**src/rtl/multi_tap_draft_pkg.sv**
```systemverilog
// Shared definitions for the multi-tap draft controller.
//   tap_state_e : per-tap state code as shown on state_display
//   POUR_MAX    : saturation value of the global pour counter
//   cnt_w()     : width of a counter that must hold 0..n-1 (at least 1 bit)
package multi_tap_draft_pkg;

  typedef enum logic [1:0] {
    ST_OFF  = 2'd0,
    ST_FOAM = 2'd1,
    ST_BEER = 2'd2,
    ST_DONE = 2'd3
  } tap_state_e;

  localparam int          POUR_CNT_W = 16;
  localparam logic [15:0] POUR_MAX   = 16'hFFFF;

  // A counter that only ever reaches n-1 needs clog2(n) bits; n=1 still
  // gets a single bit so the register exists.
  function automatic int cnt_w(input int n);
    return (n > 1) ? $clog2(n) : 1;
  endfunction

endpackage

```
**src/rtl/draft_tap_fsm.sv**
```systemverilog
// One tap channel: OFF -> FOAM -> BEER -> DONE state machine with its foam
// timeout counter, pour-step counter and sticky fault flag.
// Ports:
//   clk, reset    clock, synchronous active-high reset
//   step_i        one-cycle step strobe; state moves only when high
//   draft_i       draft lever of this tap
//   level_i       beer level of this tap
//   grant_i       arbiter grant to enter BEER on this step
//   state_o       current state code
//   req_o         tap is in FOAM and would enter BEER if granted
//   stay_beer_o   tap is in BEER and remains there on a step
//   pour_done_o   this step completes a pour (BEER -> DONE)
//   fault_o       sticky foam-timeout flag
module draft_tap_fsm
  import multi_tap_draft_pkg::*;
#(
  parameter int LEVEL_W      = 2,
  parameter int BEER_LEVEL   = 2,
  parameter int FOAM_TIMEOUT = 4,
  parameter int POUR_STEPS   = 3
) (
  input  logic               clk,
  input  logic               reset,
  input  logic               step_i,
  input  logic               draft_i,
  input  logic [LEVEL_W-1:0] level_i,
  input  logic               grant_i,
  output logic [1:0]         state_o,
  output logic               req_o,
  output logic               stay_beer_o,
  output logic               pour_done_o,
  output logic               fault_o
);

  localparam int                 FW        = cnt_w(FOAM_TIMEOUT);
  localparam int                 PW        = cnt_w(POUR_STEPS);
  localparam logic [FW-1:0]      FOAM_LAST = FW'(FOAM_TIMEOUT - 1);
  localparam logic [PW-1:0]      POUR_LAST = PW'(POUR_STEPS - 1);
  localparam logic [LEVEL_W-1:0] LVL_BEER  = LEVEL_W'(BEER_LEVEL);

  tap_state_e    state_q;
  logic [FW-1:0] foam_cnt_q;
  logic [PW-1:0] pour_cnt_q;
  logic          fault_q;

  logic lvl_zero;
  logic lvl_beer;
  logic beer_ok;

  assign lvl_zero = (level_i == '0);
  // Level zero always wins over a BEER_LEVEL match, so a zero BEER_LEVEL
  // can never hold a tap in BEER.
  assign lvl_beer = !lvl_zero && (level_i == LVL_BEER);
  assign beer_ok  = draft_i && lvl_beer;

  // Arbiter-facing status, evaluated every cycle; only meaningful on a step.
  assign req_o       = (state_q == ST_FOAM) && beer_ok;
  assign stay_beer_o = (state_q == ST_BEER) && beer_ok && (pour_cnt_q != POUR_LAST);
  assign pour_done_o = step_i && (state_q == ST_BEER) && beer_ok && (pour_cnt_q == POUR_LAST);

  assign state_o = state_q;
  assign fault_o = fault_q;

  always_ff @(posedge clk) begin
    if (reset) begin
      state_q    <= ST_OFF;
      foam_cnt_q <= '0;
      pour_cnt_q <= '0;
      fault_q    <= 1'b0;
    end else if (step_i) begin
      case (state_q)
        ST_OFF: begin
          if (draft_i && !lvl_zero) begin
            state_q    <= ST_FOAM;
            foam_cnt_q <= '0;
          end
        end
        ST_FOAM: begin
          if (!draft_i || lvl_zero) begin
            state_q <= ST_OFF;
          end else if (lvl_beer && grant_i) begin
            state_q    <= ST_BEER;
            pour_cnt_q <= '0;
          end else if (foam_cnt_q == FOAM_LAST) begin
            // A denied tap still ages toward the timeout.
            state_q <= ST_OFF;
            fault_q <= 1'b1;
          end else begin
            foam_cnt_q <= foam_cnt_q + 1'b1;
          end
        end
        ST_BEER: begin
          if (lvl_zero) begin
            state_q <= ST_OFF;
          end else if (!beer_ok) begin
            state_q    <= ST_FOAM;
            foam_cnt_q <= '0;
          end else if (pour_cnt_q == POUR_LAST) begin
            state_q <= ST_DONE;
          end else begin
            pour_cnt_q <= pour_cnt_q + 1'b1;
          end
        end
        ST_DONE: begin
          if (!draft_i) state_q <= ST_OFF;
        end
        default: state_q <= ST_OFF;
      endcase
    end
  end

endmodule

```
**src/rtl/multi_tap_draft.sv**
```systemverilog
// Multi-tap draft controller top: steps all taps on a rising edge of next,
// limits how many taps pour at once and counts completed pours.
// Ports:
//   clk, reset     clock, synchronous active-high reset (wins over a step)
//   next           step request, rising edge starts one step
//   draft          per-tap draft levers
//   beer_level     per-tap levels, tap i at [i*LEVEL_W +: LEVEL_W]
//   beer, done     per-tap state decodes
//   state_display  per-tap 2-bit state codes, tap i at [2*i +: 2]
//   fault          per-tap sticky foam-timeout flags
//   pour_count     saturating count of completed pours over all taps
module multi_tap_draft
  import multi_tap_draft_pkg::*;
#(
  parameter int N_TAPS       = 4,
  parameter int LEVEL_W      = 2,
  parameter int BEER_LEVEL   = 2,
  parameter int FOAM_TIMEOUT = 4,
  parameter int POUR_STEPS   = 3,
  parameter int MAX_ACTIVE   = 2
) (
  input  logic                      clk,
  input  logic                      reset,
  input  logic                      next,
  input  logic [N_TAPS-1:0]         draft,
  input  logic [N_TAPS*LEVEL_W-1:0] beer_level,
  output logic [N_TAPS-1:0]         beer,
  output logic [2*N_TAPS-1:0]       state_display,
  output logic [N_TAPS-1:0]         done,
  output logic [N_TAPS-1:0]         fault,
  output logic [15:0]               pour_count
);

  logic                  prev_next_q;
  logic                  step;
  logic [N_TAPS-1:0]     req;
  logic [N_TAPS-1:0]     stay_beer;
  logic [N_TAPS-1:0]     pour_done;
  logic [N_TAPS-1:0]     grant;
  logic [POUR_CNT_W-1:0] pour_count_q;
  logic [3:0]            done_sum;
  logic [POUR_CNT_W:0]   pc_sum;
  int                    avail;

  // prev_next clears in reset, so next held through release yields one
  // step on the first free cycle.
  always_ff @(posedge clk) begin
    if (reset) prev_next_q <= 1'b0;
    else       prev_next_q <= next;
  end

  assign step = next && !prev_next_q;

  // Slots left this step are whatever the taps staying in BEER leave free;
  // FOAM requesters take them lowest index first.
  always_comb begin
    avail = MAX_ACTIVE;
    for (int i = 0; i < N_TAPS; i++) begin
      if (stay_beer[i]) avail = avail - 1;
    end
    grant = '0;
    for (int i = 0; i < N_TAPS; i++) begin
      if (req[i] && (avail > 0)) begin
        grant[i] = 1'b1;
        avail    = avail - 1;
      end
    end
  end

  for (genvar g = 0; g < N_TAPS; g++) begin : g_tap
    logic [1:0] st;

    draft_tap_fsm #(
      .LEVEL_W     (LEVEL_W),
      .BEER_LEVEL  (BEER_LEVEL),
      .FOAM_TIMEOUT(FOAM_TIMEOUT),
      .POUR_STEPS  (POUR_STEPS)
    ) u_fsm (
      .clk        (clk),
      .reset      (reset),
      .step_i     (step),
      .draft_i    (draft[g]),
      .level_i    (beer_level[g*LEVEL_W +: LEVEL_W]),
      .grant_i    (grant[g]),
      .state_o    (st),
      .req_o      (req[g]),
      .stay_beer_o(stay_beer[g]),
      .pour_done_o(pour_done[g]),
      .fault_o    (fault[g])
    );

    assign state_display[2*g +: 2] = st;
    assign beer[g]                 = (st == ST_BEER);
    assign done[g]                 = (st == ST_DONE);
  end

  // Several taps may finish on one step; add them all, then clip.
  always_comb begin
    done_sum = '0;
    for (int i = 0; i < N_TAPS; i++) begin
      done_sum = done_sum + 4'(pour_done[i]);
    end
    pc_sum = {1'b0, pour_count_q} + 17'(done_sum);
  end

  always_ff @(posedge clk) begin
    if (reset)          pour_count_q <= '0;
    else if (pc_sum[16]) pour_count_q <= POUR_MAX;
    else                 pour_count_q <= pc_sum[15:0];
  end

  assign pour_count = pour_count_q;

endmodule

```
**config.mk**
```make
export PLATFORM = sky130hd
export DESIGN_NAME = multi_tap_draft
export DESIGN_NICKNAME = d
export VERILOG_FILES = /design/src/rtl/multi_tap_draft_pkg.sv /design/src/rtl/draft_tap_fsm.sv /design/src/rtl/multi_tap_draft.sv
export SDC_FILE = /design/constraint.sdc
export NUM_CORES = 1
export LEC_CHECK = 0
export ABC_CLOCK_PERIOD_IN_PS = 9000
export CORE_UTILIZATION = 40
export CTS_CLUSTER_DIAMETER = 50
export DETAILED_ROUTE_END_ITERATION = 8
export DONT_BUFFER_PORTS = 1
export MAX_ROUTING_LAYER = met4
export PLACE_DENSITY = 0.6
export RECOVER_POWER = 100
export SETUP_SLACK_MARGIN = 0.02
export SLEW_MARGIN = 20
export SYNTH_ARGS = -nofsm -noshare
export SYNTH_HDL_FRONTEND = slang
export SYNTH_HIERARCHICAL = 1
export SYNTH_SLANG_ARGS = --single-unit
export TNS_END_PERCENT = 100
```
**constraint.sdc**
```tcl
create_clock -name clk -period 9 [get_ports clk]
set_clock_uncertainty 0.05 [all_clocks]
set_input_delay 1.35 -clock clk [delete_from_list [all_inputs] [get_ports clk]]
set_output_delay 1.35 -clock clk [all_outputs]
set_load 0.02 [all_outputs]
```
==> results by stage, run 1 <==
Run status:
- The run finished with clean final reports.

Setup path:
- The worst reg-to-reg setup slack is 1.44 ns.
- The critical path class is in -> reg.
- STA classifies the critical path startpoint as an input pin.
- Data on the critical path arrives at its endpoint at 8.22 ns.
- The required time at the endpoint of the critical path is 9.15 ns.
- The category of the worst setup path capture point is a register.
- The startpoint identified for the worst register-to-register timing path is g_tap[1].u_fsm/state_o[1].
- Along the worst path, the maximum fanout reaches 9.
- The endpoint identified for the worst register-to-register timing path is g_tap[3].u_fsm/foam_cnt_q[0].
- The path depth of the worst reg2reg path is 28.

Global routing:
- The initial antenna violation count is 0.
- The first global-routing pass estimated 11,600 µm of wire.
- The global-route usage over all layers is 16.9%.
- The maximum number of pins on one net before global-route repair is between 40 and 50.
- The remaining global-route overflow is 0.
- The via count of the first global-routing pass is 2,592.

Timing:
- The final-report hold violation count is 0.
- The achievable clock frequency is 124 MHz.
- The worst path in the final design needs a cycle of 8.06 ns, including I/O delays and setup.
- The number of pins with negative max-slew slack in the final report was 0.
- Setup repair after global routing left no endpoint under its margin.
- The final period utilization is between 80% and 90%.
- The final setup TNS is 0 ns.
- The worst max-slew margin expressed relative to the limit is between 10% and 20%.
- Setup violations remaining at the end of the flow were counted as 0.
- At the pin with the least slew margin, the transition time is roughly 1.2 ns.

Drt:
- The number of remaining DRC errors is 0.
- The DRC marker count from the first detailed-route iteration is 118.
- The total number of vias is 2,843.
- The final antenna-violating net count is 0.
- Wires add up to 6890 µm.
- After detailed routing, the average wire length per cell comes to 13.5 µm.
- The first detailed-routing pass took 4 iterations.
- The average via count per standard cell is 5.56.

Synthesis:
- The post-synthesis register bit count is 45.
- The number of nets in the synthesized netlist is 441.
- The fraction of synthesized cell area taken by the top area cell type is 27.3%.
- The dominant synthesized flop cell is sky130_fd_sc_hd__dfxtp_1.
- Sorting the synthesized cells by area gives the leading types as sky130_fd_sc_hd__dfxtp_1 (27%), sky130_fd_sc_hd__ha_1 (5.7%), sky130_fd_sc_hd__a21oi_1 (5.3%).
- In this run, synthesis inferred 0 flip-flops with an integrated enable.
- The sequential element share of the synthesized area is 27.3%.
- The largest total area in the synthesized netlist belongs to sky130_fd_sc_hd__dfxtp_1.
- After synthesis the cells add up to approximately 0.0033 mm².
- The count of warnings emitted by yosys is 6.
- The average instance in the mapped netlist occupies 8.12 µm².
- For this run, asynchronously set or reset flops after synthesis account for 0%.
- Synthesis handed over a netlist of 407 instances.
- In this run, distinct cell masters in the synthesized netlist total 60.

Power and ir drop:
- The power per standard cell area is between 100 and 150 mW/mm².
- The highest ir drop seen on vdd is 0.0694 mV.
- The proportion of total power due to net switching is 27.4%.
- For this design the total switching power over the nets is 104 µW.
- Registers are responsible for 55.0% of the overall power.
- The internal power of the cells is 276 µW.
- Combinational cells account for 9.9% of the total power.
- Per report_power, the clock group accounts for about a third of the total.
- Overall power consumption after layout is estimated at roughly 380 µW.
- Summed over all cells, the static leakage comes to ~1.2 nW.

Hold path:
- The worst hold-check path type is reg -> reg.
- The worst min-delay path endpoint is g_tap[0].u_fsm/pour_cnt_q[1].
- The cell count of the worst hold path is 2.
- The origin of the worst min-delay path is g_tap[0].u_fsm/pour_cnt_q[1].

Placement:
- The count of input and output buffers is 0.
- At the end of routability-driven placement, the weighted congestion stood at 0.861.
- The detailed placement HPWL is 4910 µm.

Layout:
- The storage element area is 901 µm².
- The synthesis-to-layout area growth is 3.52%.
- The number of fill cells is 848.
- The multi-input combinational cells in the finished layout cover a total of 0.00217 mm².
- The net count of the finished layout is 442.
- The repair_antennas step left the layout with diodes totalling 0.
- In the final layout, the share of cells above drive strength 1 is under 10%.

Clocking:
- The total of hold buffers inserted after clock tree synthesis is 0.
- For the worst-skew pair, the clock arrives at the later sink with an insertion delay of 0.30 ns.
- The root buffer cell is sky130_fd_sc_hd__clkbuf_8.
- The CTS clock-pin slew for the worst setup and hold paths is 0.09 ns.
- The TritonCTS clock tree is yes.
- The number of buffers between clock root and the deepest sink is 2.
- The total number of clock tree sinks is between 40 and 50.
- Clock tree synthesis inserted a total of 5 buffers.
- The post-CTS setup-driven buffer insertion count is 0.
- The H-tree was split into 2 levels.
- Once the clock tree was built, the resizer swapped 0 gates to a different size.

Floorplanning:
- For this configuration, the core starts out at a cell density of 42.1%.
- The y dimension of the die is 92.9 µm.
- The count of pins on the block boundary is 51.
- The number of placement rows is 32.
- The core area is 0.00785 mm².
- The floorplan step set the die width to 92.9 µm.
- The total die area is about 0.0086 mm².

Job:
- Max-cap violations in this run came to 0.
==> logic make-up (layout without fill, tap and decap cells) <==
kind of cell             after synthesis  in the layout  share of synthesized area [%]
adder cells (fa/ha/maj)               19             19                           8.11
buffers and inverters                 38             40                           5.34
AO/OA/AOI/OAI                        111            111                           23.3
flip-flops                            45             45                           27.3
XOR/XNOR                              14             14                           3.94
multiplexers                           7              7                           2.31
AND/OR/NAND/NOR                      173            173                           29.8
==> power groups by stage <==
stage | clock, mW | combinational, mW | sequential [mW]
floorplan | 0 | 0.0389 | 0.210
global placement | 0 | 0.0387 | 0.214
detailed placement | 0 | 0.0391 | 0.214
CTS | 0.141 | 0.0393 | 0.209
global route | 0.151 | 0.0419 | 0.210
finish | 0.133 | 0.0375 | 0.209
==> stage by stage <==
step                      setup WS [ns]  area, µm²  hold WS, ns  util (%)  cells
after global placement             1.15       3390        0.396      43.2    503
final                             0.939       3420        0.411      43.6    511
after global routing              0.306       3420        0.435      43.6    511
after CTS                          1.23       3490        0.419      44.4    511
after floorplan                    1.56       3300        0.388         -    407
after detailed placement          0.887       3390        0.403      43.2    503
==> worst max path at each step <==
stage	start	to	slack, ns	cells past startpoint
3_5_place_dp	beer_level[2]	g_tap[3].u_fsm/foam_cnt_q[0]	0.89	28
4_1_cts	beer_level[2]	g_tap[3].u_fsm/foam_cnt_q[0]	1.23	28
3_3_place_gp	beer_level[2]	g_tap[3].u_fsm/foam_cnt_q[0]	1.15	28
2_1_floorplan	beer_level[0]	g_tap[3].u_fsm/foam_cnt_q[0]	1.56	29
6_report	beer_level[2]	g_tap[3].u_fsm/foam_cnt_q[0]	0.94	28
5_1_grt	beer_level[0]	g_tap[3].u_fsm/foam_cnt_q[0]	0.31	28
==> layout by cell type, fill, tap and decap left out, types with 6 or more instances in the layout <==
| cell type | n |
|---|---|
| sky130_fd_sc_hd__nand3_1 | 14 |
| sky130_fd_sc_hd__nor2_1 | 33 |
| sky130_fd_sc_hd__nand2b_1 | 9 |
| sky130_fd_sc_hd__nand2_1 | 35 |
| sky130_fd_sc_hd__nand3b_1 | 6 |
| sky130_fd_sc_hd__a21oi_1 | 36 |
| sky130_fd_sc_hd__nor2b_1 | 20 |
| sky130_fd_sc_hd__inv_1 | 28 |
| sky130_fd_sc_hd__dfxtp_1 | 45 |
| sky130_fd_sc_hd__o211ai_1 | 8 |
| sky130_fd_sc_hd__ha_1 | 15 |
| sky130_fd_sc_hd__xnor2_1 | 8 |
| sky130_fd_sc_hd__nor3_1 | 13 |
| sky130_fd_sc_hd__xor2_1 | 6 |
| sky130_fd_sc_hd__o21ai_0 | 7 |
| sky130_fd_sc_hd__or3_1 | 9 |
| sky130_fd_sc_hd__o21ai_1 | 19 |
==> critical path, cell delays in order <==
cell and delay (ns):
sky130_fd_sc_hd__nand3b_1 0.22, sky130_fd_sc_hd__nor3_1 0.42, sky130_fd_sc_hd__inv_1 0.14, sky130_fd_sc_hd__fa_1 0.59, sky130_fd_sc_hd__xnor2_1 0.52, sky130_fd_sc_hd__inv_1 0.21, sky130_fd_sc_hd__ha_1 0.26, sky130_fd_sc_hd__nor2b_1 0.13
sky130_fd_sc_hd__buf_4 0.18, sky130_fd_sc_hd__and3_1 0.26, sky130_fd_sc_hd__mux2_1 0.37, sky130_fd_sc_hd__ha_1 0.21, sky130_fd_sc_hd__nand2b_1 0.26, sky130_fd_sc_hd__a211oi_1 0.42, sky130_fd_sc_hd__mux2i_1 0.18, sky130_fd_sc_hd__inv_1 0.09
sky130_fd_sc_hd__ha_1 0.16, sky130_fd_sc_hd__nand4bb_1 0.19, sky130_fd_sc_hd__o21ai_2 0.07, sky130_fd_sc_hd__a311o_1 0.34, sky130_fd_sc_hd__a221o_1 0.37, sky130_fd_sc_hd__o32ai_1 0.28, sky130_fd_sc_hd__a21oi_1 0.12, sky130_fd_sc_hd__nor2b_1 0.19
sky130_fd_sc_hd__o21ai_1 0.09, sky130_fd_sc_hd__a221oi_2 0.33, sky130_fd_sc_hd__mux2i_1 0.22, sky130_fd_sc_hd__nor2_1 0.05
==> Yosys cell counts (2+ instances only) <==
master                      n
sky130_fd_sc_hd__inv_1     27
sky130_fd_sc_hd__o22ai_1    2
sky130_fd_sc_hd__nor2_1    33
sky130_fd_sc_hd__or2b_4     4
sky130_fd_sc_hd__or4_1      4
sky130_fd_sc_hd__nor2b_1   21
sky130_fd_sc_hd__o32ai_2    4
sky130_fd_sc_hd__nand3_2    4
sky130_fd_sc_hd__nor3b_1    4
sky130_fd_sc_hd__o21ai_1   21
sky130_fd_sc_hd__mux2i_1    5
sky130_fd_sc_hd__clkbuf_1   3
sky130_fd_sc_hd__nand4_1    2
sky130_fd_sc_hd__or3_1      9
sky130_fd_sc_hd__nand3_1   12
sky130_fd_sc_hd__o211ai_1   8
sky130_fd_sc_hd__fa_1       4
sky130_fd_sc_hd__nand3b_1   6
sky130_fd_sc_hd__o21ai_0    5
sky130_fd_sc_hd__a21o_1     5
sky130_fd_sc_hd__ha_1      15
sky130_fd_sc_hd__and3_1     3
sky130_fd_sc_hd__xnor2_1    7
sky130_fd_sc_hd__a211oi_1   2
sky130_fd_sc_hd__nand2b_4   4
sky130_fd_sc_hd__nor3_1    13
sky130_fd_sc_hd__a211o_1    4
sky130_fd_sc_hd__and2_1     4
sky130_fd_sc_hd__xor2_1     6
sky130_fd_sc_hd__dfxtp_1   45
sky130_fd_sc_hd__a31oi_1    4
sky130_fd_sc_hd__a21oi_2    4
sky130_fd_sc_hd__a221oi_2   4
sky130_fd_sc_hd__a21oi_1   35
sky130_fd_sc_hd__nand2b_1   9
sky130_fd_sc_hd__buf_4      4
sky130_fd_sc_hd__nand2_1   35
sky130_fd_sc_hd__o22a_1     4
==> layer usage <==
layer  global-route usage, %  share of wire [%]  vias up
met1                    21.4                 47     1302
li1                        -                  -     1459
met2                    26.9                 45       75
met5                       -                  0        -
met4                    4.49               0.94        0
met3                    4.35                6.5        7
==> final cells by class <==
cell class                      count  area share (%)
Clock inverter                      3           0.732
Timing Repair Buffer                4           0.768
Clock buffer                        5            2.01
Sequential cell                    45            26.3
Tap cell                          102            3.73
Multi-Input combinational cell    324            63.3
Inverter                           28            3.07
==> sequential cells by signal, summed over array words and instances (netlist names) <==
name / count
pour_count: 16
g_tap.u_fsm/foam_cnt_q: 8
g_tap.u_fsm/pour_cnt_q: 8
g_tap.u_fsm/state_o: 8
g_tap.u_fsm/fault_o: 4
prev_next_q: 1
Power figures use the tool's default switching activity.
==> run 2, diff against run 1 <==
RECOVER_POWER = unset   (was 100)
==> run 2 against run 1 <==
  * Critical endpoint unchanged
  * Via count barely moved
  * Global-route usage stayed put
  * Highest routed layer unchanged
  * Combinational power up 5%
  * Sequential cell count unchanged
==> results by stage, run 2 (synthesized netlist as in run 1, its figures left out) <==
Timing:
- The actual transition at the worst max-transition pin was 0.630 ns (was 1.22 ns).
- Unrepaired setup endpoints after global routing: no (unchanged).
- The worst max-slew margin expressed relative to the limit is 57.9% (was 18.7%).
- The time the final worst path needs with I/O delays and setup is 7.82 ns (was 8.06 ns).
- The minimum setup slack in the final design is 1.18 ns (was 0.939 ns).
- The number of endpoints failing setup at the final stage was 0 (unchanged).
- The final-report hold violation count is 0 (unchanged).
- The number of pins with negative max-slew slack in the final report is 0 (unchanged).
- The achievable clock frequency is 128 MHz (was 124 MHz).
- The final setup TNS is 0 ns (unchanged).
- The final period utilization is 86.9% (was 89.6%).

Drt:
- The final antenna-violating net count is 0 (unchanged).
- The average via count per standard cell was 5.57 (was 5.56).
- The number of remaining DRC errors is 0 (unchanged).
- The detailed-routing iteration count for the pre-antenna-repair pass is 5 (was 4).
- The average detailed-routed wire length per instance is 13.5 µm (about the same).
- The total number of vias is 2,845 (was 2,843).
- The wire length after detailed routing is 6890 µm (about the same).
- The DRC marker count from the first detailed-route iteration was 133 (was 118).

Layout:
- The synthesis-to-layout area growth was 5.53% (was 3.52%).
- The final antenna diode count came to 0 (unchanged).
- The layout cell share with drive strength beyond 1 is 10.8% (was 7.58%).
- The number of non-filler instances in the completed layout is 511 (unchanged).
- The combined area of the multi-input logic cells came to 0.00223 mm² (was 0.00217 mm²).
- The storage element area is 901 µm² (unchanged).
- The number of nets in the finished design is 442 (unchanged).
- The number of flip-flops in the largest register was 16 (unchanged).
- The number of fill cells was 838 (was 848).
- Most used cells in the layout excluding fill and tap cells: sky130_fd_sc_hd__dfxtp_1 (45), sky130_fd_sc_hd__nand2_1 (35), sky130_fd_sc_hd__a21oi_1 (35) (was sky130_fd_sc_hd__dfxtp_1 (45), sky130_fd_sc_hd__a21oi_1 (36), sky130_fd_sc_hd__nand2_1 (35)).
- The most common cell after layout, fill and taps aside is sky130_fd_sc_hd__dfxtp_1 (unchanged).

Setup path:
- The path depth of the worst reg2reg path is 28 (unchanged).
- The required time at the endpoint of the critical path is 9.15 ns (about the same).
- The maximum net fanout on the critical path is 9 (unchanged).
- The worst reg-to-reg setup slack came to 1.67 ns (was 1.44 ns).
- The category of the worst setup path capture point is a register (unchanged).
- The category of the worst setup path launch point is an input pin (unchanged).
- The critical path class is in -> reg (unchanged).
- The startpoint of the worst-slack reg-to-reg timing path is g_tap[1].u_fsm/state_o[1] (unchanged).
- The worst path arrival time is 7.98 ns (was 8.22 ns).
- The worst flop-to-flop path endpoint is g_tap[3].u_fsm/foam_cnt_q[0] (unchanged).

Floorplanning:
- The number of placement rows is 32 (unchanged).
- The count of pins on the block boundary was 51 (unchanged).
- The total die area is 0.00863 mm² (unchanged).
- The core area is 0.00785 mm² (unchanged).
- The die extent in x was 92.9 µm (unchanged).
- The y dimension of the die was 92.9 µm (unchanged).
- The starting density of the core is 42.1% (unchanged).

Job:
- The number of violations of the max-capacitance limit is 0 (unchanged).

Global routing:
- The remaining global-route overflow was 0 (unchanged).
- The maximum number of pins on one net before global-route repair was 46 (unchanged).
- The initial antenna violation count was 0 (unchanged).
- The wire length of the first global-routing pass is 11,600 µm (unchanged).
- The via count of the first global-routing pass came to 2,592 (unchanged).
- The global-route usage over all layers is 16.9% (unchanged).

Clocking:
- The root buffer cell is sky130_fd_sc_hd__clkbuf_8 (unchanged).
- The TritonCTS clock tree is yes (unchanged).
- The total of hold buffers inserted after clock tree synthesis is 0 (unchanged).
- The post-CTS setup-driven buffer insertion count is 0 (unchanged).
- The total number of clock tree sinks is 45 (unchanged).
- The post-cts resize count is 0 (unchanged).
- The depth of the CTS H-tree is 2 (unchanged).
- The CTS clock-pin slew for the worst setup and hold paths was 0.09 ns (about the same).
- The number of clock buffers inserted by TritonCTS is 5 (unchanged).
- The number of buffers between clock root and the deepest sink was 2 (unchanged).
- The later-pin clock latency in the skew report came to 0.30 ns (about the same).

Placement:
- The final weighted congestion in routability-driven placement came to 0.861 (unchanged).
- The worst setup timing slack at the placement stage is 0.887 ns (unchanged).
- The count of input and output buffers is 0 (unchanged).
- The detailed placement HPWL is 4910 µm (unchanged).
- The count of placed standard cells including taps is 503 (unchanged).

Hold path:
- The cell count of the worst hold path is 2 (unchanged).
- The origin of the worst min-delay path was g_tap[1].u_fsm/pour_cnt_q[1] (was g_tap[0].u_fsm/pour_cnt_q[1]).
- The worst hold-check path type is reg -> reg (unchanged).
- The worst min-delay path endpoint is g_tap[1].u_fsm/pour_cnt_q[1] (was g_tap[0].u_fsm/pour_cnt_q[1]).

Power and ir drop:
- The leakage power summed over all cells came to 1.23 nW (was 1.20 nW).
- The power per standard cell area is 110 mW/mm² (was 111 mW/mm²).
- The highest ir drop seen on vdd was 0.0693 mV (was 0.0694 mV).

Run status:
- Run status: completed (unchanged).
==> run 2: report_power, final <==
group          internal, mW  total, mW  switching (mW)
clock                0.0562      0.134          0.0781
sequential            0.201      0.209         0.00794
combinational        0.0190     0.0392          0.0202
==> run 2: per-stage QoR <==
stage / hold slack [ns] / power (mW) / util [%] / area (µm²)
floorplan: 0.388 / 0.249 / - / 3300
global placement: 0.396 / 0.253 / 43.2 / 3390
detailed placement: 0.403 / 0.253 / 43.2 / 3390
CTS: 0.419 / 0.389 / 44.4 / 3490
global route: 0.435 / 0.405 / 44.4 / 3490
finish: 0.416 / 0.383 / 44.4 / 3490
==> run 2: final cells by class <==
cell class	count	share of cell area, %
clock buffers	5	1.97
clock inverters	3	0.718
inverters	28	3.02
multi-input cells	324	63.9
flip-flops and latches	45	25.8
well taps	102	3.66
repair buffers	4	0.861
==> run 2: metal layers <==
| layer | track usage, % | vias to the layer above | share of wire [%] |
|---|---|---|---|
| met5 | - | - | 0 |
| met3 | 4.35 | 7 | 5.7 |
| li1 | - | 1459 | - |
| met1 | 21.4 | 1313 | 49 |
| met2 | 26.9 | 66 | 45 |
| met4 | 4.49 | 0 | 0.94 |
==> run 2: how the worst max path moves through the flow <==
stage               cells after the start           from                           end
global placement                       28  beer_level[2]  g_tap[3].u_fsm/foam_cnt_q[0]
floorplan                              29  beer_level[0]  g_tap[3].u_fsm/foam_cnt_q[0]
CTS                                    28  beer_level[2]  g_tap[3].u_fsm/foam_cnt_q[0]
global route                           28  beer_level[0]  g_tap[3].u_fsm/foam_cnt_q[0]
detailed placement                     28  beer_level[2]  g_tap[3].u_fsm/foam_cnt_q[0]
finish                                 28  beer_level[2]  g_tap[3].u_fsm/foam_cnt_q[0]
==> run 2: worst max-delay path: stages <==
cell	delay, ns
sky130_fd_sc_hd__nand3b_1	0.22
sky130_fd_sc_hd__nor3_1	0.42
sky130_fd_sc_hd__inv_1	0.14
sky130_fd_sc_hd__fa_1	0.60
sky130_fd_sc_hd__xnor2_2	0.36
sky130_fd_sc_hd__inv_2	0.11
sky130_fd_sc_hd__ha_1	0.23
sky130_fd_sc_hd__nor2b_1	0.13
sky130_fd_sc_hd__buf_4	0.18
sky130_fd_sc_hd__and3_1	0.26
sky130_fd_sc_hd__mux2_2	0.37
sky130_fd_sc_hd__ha_1	0.20
sky130_fd_sc_hd__nand2b_1	0.26
sky130_fd_sc_hd__a211oi_1	0.42
sky130_fd_sc_hd__mux2i_1	0.18
sky130_fd_sc_hd__inv_1	0.08
sky130_fd_sc_hd__ha_1	0.16
sky130_fd_sc_hd__nand4bb_1	0.20
sky130_fd_sc_hd__o21ai_2	0.07
sky130_fd_sc_hd__a311o_1	0.34
sky130_fd_sc_hd__a221o_1	0.37
sky130_fd_sc_hd__o32ai_1	0.28
sky130_fd_sc_hd__a21oi_1	0.12
sky130_fd_sc_hd__nor2b_1	0.19
sky130_fd_sc_hd__o21ai_1	0.09
sky130_fd_sc_hd__a221oi_2	0.33
sky130_fd_sc_hd__mux2i_1	0.22
sky130_fd_sc_hd__nor2_1	0.05
==> run 3, diff against run 2 <==
GPL_TIMING_DRIVEN = 0   (was unset)
==> run 3 against run 2 <==
  * Highest routed layer unchanged
  * Utilization is 0.77 points higher
  * Sequential share of layout area is 0.44 points lower
  * Final area is 1.7% higher
  * Combinational power is 20% higher
==> results by stage, run 3 (synthesized netlist as in run 1, its figures left out) <==
Setup path:
- The required time at the endpoint of the critical path is 9.19 ns (was 9.15 ns).
- The category of the worst setup path launch point is an input pin (unchanged).
- The critical path class is in -> reg (unchanged).
- The category of the worst setup path capture point is a register (unchanged).
- The maximum net fanout on the critical path came to 9 (unchanged).
- The worst path arrival time is 8.32 ns (was 7.98 ns).

Power and ir drop:
- The relative contribution of sequential cells to total power came to 52.0% (was 54.7%).
- The power per standard cell area was 112 mW/mm² (was 110 mW/mm²).
- The net switching power figure came to 114 µW (was 106 µW).
- The internal power of the cells is 281 µW (was 276 µW).
- The portion of total power attributed to the clock network came to 36.1% (was 35.1%).
- The leakage power summed over all cells is 1.26 nW (was 1.23 nW).
- The fraction of power consumed by combinational cells is 11.9% (was 10.2%).
- The sum of internal, switching and leakage power is 396 µW (was 383 µW).
- The proportion of total power due to net switching came to 28.8% (was 27.8%).
- The highest ir drop seen on vdd is 0.0693 mV (about the same).

Layout:
- The number of fill cells is 806 (was 838).
- The number of flip-flops in the largest register is 16 (unchanged).
- Most used cells in the layout excluding fill and tap cells: sky130_fd_sc_hd__dfxtp_1 (45), sky130_fd_sc_hd__nand2_1 (35), sky130_fd_sc_hd__a21oi_1 (35) (unchanged).
- The most common cell after layout, fill and taps aside was sky130_fd_sc_hd__dfxtp_1 (unchanged).
- The final antenna diode count is 0 (unchanged).
- The synthesis-to-layout area growth is 7.35% (was 5.53%).
- The layout cell share with drive strength beyond 1 is 11.5% (was 10.8%).
- The core occupancy in the finished layout is 45.2% (was 44.4%).
- The number of nets in the finished design is 449 (was 442).

Placement:
- The final weighted congestion in routability-driven placement is 0.865 (was 0.861).
- The worst setup timing slack at the placement stage is 0.631 ns (was 0.887 ns).
- The count of input and output buffers is 0 (unchanged).
- The detailed placement HPWL is 5160 µm (was 4910 µm).

Global routing:
- The maximum number of pins on one net before global-route repair was 30 (was 46).
- The met1 usage in global routing was 21.6% (was 21.4%).
- The global routing usage on met3 was 4.35% (unchanged).
- The routing layer with the top usage in global route is met2 (unchanged).
- The wire length of the first global-routing pass is 12,000 µm (was 11,600 µm).
- The remaining global-route overflow came to 0 (unchanged).
- The via count of the first global-routing pass is 2,712 (was 2,592).
- The met2 track demand over resource in global routing is 28.4% (was 26.9%).
- The initial antenna violation count came to 0 (unchanged).
- The global-route usage over all layers is 17.4% (was 16.9%).

Timing:
- The actual transition at the worst max-transition pin is 0.858 ns (was 0.630 ns).
- Unrepaired setup endpoints after global routing: no (unchanged).
- The number of pins with negative max-slew slack in the final report was 0 (unchanged).
- The minimum setup slack in the final design was 0.877 ns (was 1.18 ns).
- The final period utilization is 90.3% (was 86.9%).
- The worst hold margin came to 0.413 ns (was 0.416 ns).
- The final-report hold violation count was 0 (unchanged).
- The time the final worst path needs with I/O delays and setup came to 8.12 ns (was 7.82 ns).
- The achievable clock frequency came to 123 MHz (was 128 MHz).
- The final setup TNS is 0 ns (unchanged).
- The worst max-slew margin expressed relative to the limit is 41.3% (was 57.9%).
- The number of endpoints failing setup at the final stage is 0 (unchanged).

Clocking:
- The total of hold buffers inserted after clock tree synthesis came to 0 (unchanged).
- The depth of the CTS H-tree is 2 (unchanged).
- The TritonCTS clock tree is yes (unchanged).
- The CTS clock-pin slew for the worst setup and hold paths came to 0.09 ns (about the same).
- The post-CTS setup-driven buffer insertion count is 0 (unchanged).
- The root buffer cell is sky130_fd_sc_hd__clkbuf_8 (unchanged).
- The post-cts resize count is 0 (unchanged).
- The total number of clock tree sinks came to 45 (unchanged).
- The number of clock buffers inserted by TritonCTS came to 5 (unchanged).
- The number of buffers between clock root and the deepest sink is 2 (unchanged).
- The later-pin clock latency in the skew report is 0.31 ns (was 0.30 ns).

Floorplanning:
- The starting density of the core is 42.1% (unchanged).
- The count of pins on the block boundary came to 51 (unchanged).
- The total die area is 0.00863 mm² (unchanged).
- The y dimension of the die was 92.9 µm (unchanged).
- The core area came to 0.00785 mm² (unchanged).
- The number of placement rows is 32 (unchanged).
- The die extent in x came to 92.9 µm (unchanged).

Drt:
- The average via count per standard cell is 5.49 (was 5.57).
- The total number of vias is 2,844 (was 2,845).
- The DRC marker count from the first detailed-route iteration came to 155 (was 133).
- The final antenna-violating net count is 0 (unchanged).
- The detailed-routing iteration count for the pre-antenna-repair pass is 4 (was 5).
- The wire length after detailed routing is 6940 µm (was 6890 µm).
- The number of remaining DRC errors is 0 (unchanged).
- The average detailed-routed wire length per instance is 13.4 µm (was 13.5 µm).

Hold path:
- The worst hold-check path type is reg -> reg (unchanged).

Job:
- The number of violations of the max-capacitance limit is 0 (unchanged).

Run status:
- Run status: completed (unchanged).
-- run 3: stage by stage --
stage | cell area [µm²] | std cells
after floorplan | 3300 | 407
after global placement | 3430 | 509
after detailed placement | 3450 | 510
after CTS | 3550 | 518
after global routing | 3550 | 518
final | 3550 | 518
-- run 3: power by group through the flow --
stage	sequential [mW]	clock [mW]	combinational [mW]
final	0.206	0.143	0.0471
after global routing	0.206	0.154	0.0528
after CTS	0.206	0.147	0.0473
after detailed placement	0.210	0	0.0472
after global placement	0.210	0	0.0456
after floorplan	0.210	0	0.0389
-- run 3: area by class of cell --
cell class / instances / area (µm²) / share of cell area (%)
Timing Repair Buffer: 1 / 15.0 / 0.423
Tap cell: 102 / 128 / 3.60
Inverter: 28 / 105 / 2.96
Buffer: 10 / 71.3 / 2.01
Sequential cell: 45 / 901 / 25.4
Clock buffer: 5 / 68.8 / 1.94
Multi-Input combinational cell: 324 / 2230 / 62.8
Clock inverter: 3 / 28.8 / 0.812
-- run 3: worst paths after layout --
| path | startpoint | slack [ns] | to | cells after the start |
|---|---|---|---|---|
| max | beer_level[2] | 0.88 | g_tap[2].u_fsm/state_o[1] | 25 |
| min | g_tap[0].u_fsm/pour_cnt_q[1] | 0.41 | g_tap[0].u_fsm/pour_cnt_q[1] | 2 |
| max reg2reg | g_tap[1].u_fsm/state_o[1] | 1.37 | g_tap[2].u_fsm/state_o[1] | 25 |
| min reg2reg | g_tap[0].u_fsm/pour_cnt_q[1] | 0.41 | g_tap[0].u_fsm/pour_cnt_q[1] | 2 |
-- run 3: worst max-delay path, cell delays in order --
cell and delay [ns]:
sky130_fd_sc_hd__nand3b_1 0.24, sky130_fd_sc_hd__nor3_1 0.47, sky130_fd_sc_hd__inv_1 0.16, sky130_fd_sc_hd__fa_1 0.62, sky130_fd_sc_hd__xnor2_2 0.38, sky130_fd_sc_hd__inv_2 0.12, sky130_fd_sc_hd__ha_1 0.22, sky130_fd_sc_hd__nor2b_1 0.13
sky130_fd_sc_hd__clkbuf_8 0.17, sky130_fd_sc_hd__and3_1 0.26, sky130_fd_sc_hd__mux2_2 0.37, sky130_fd_sc_hd__ha_1 0.20, sky130_fd_sc_hd__nand2b_1 0.15, sky130_fd_sc_hd__clkbuf_1 0.18, sky130_fd_sc_hd__a211oi_1 0.50, sky130_fd_sc_hd__mux2i_1 0.33
sky130_fd_sc_hd__inv_1 0.07, sky130_fd_sc_hd__ha_1 0.20, sky130_fd_sc_hd__or2b_2 0.32, sky130_fd_sc_hd__a2111oi_0 0.78, sky130_fd_sc_hd__nor2b_1 0.16, sky130_fd_sc_hd__o211ai_1 0.21, sky130_fd_sc_hd__nand3_1 0.15, sky130_fd_sc_hd__or4_1 0.42
sky130_fd_sc_hd__a21oi_1 0.14
-- run 3: routing by layer --
| metal | wire length, µm | up-vias |
|---|---|---|
| met1 | 3360 | 1320 |
| met2 | 3200 | 41 |
| met5 | 0 | - |
| li1 | - | 1477 |
| met3 | 309 | 6 |
| met4 | 68 | 0 |
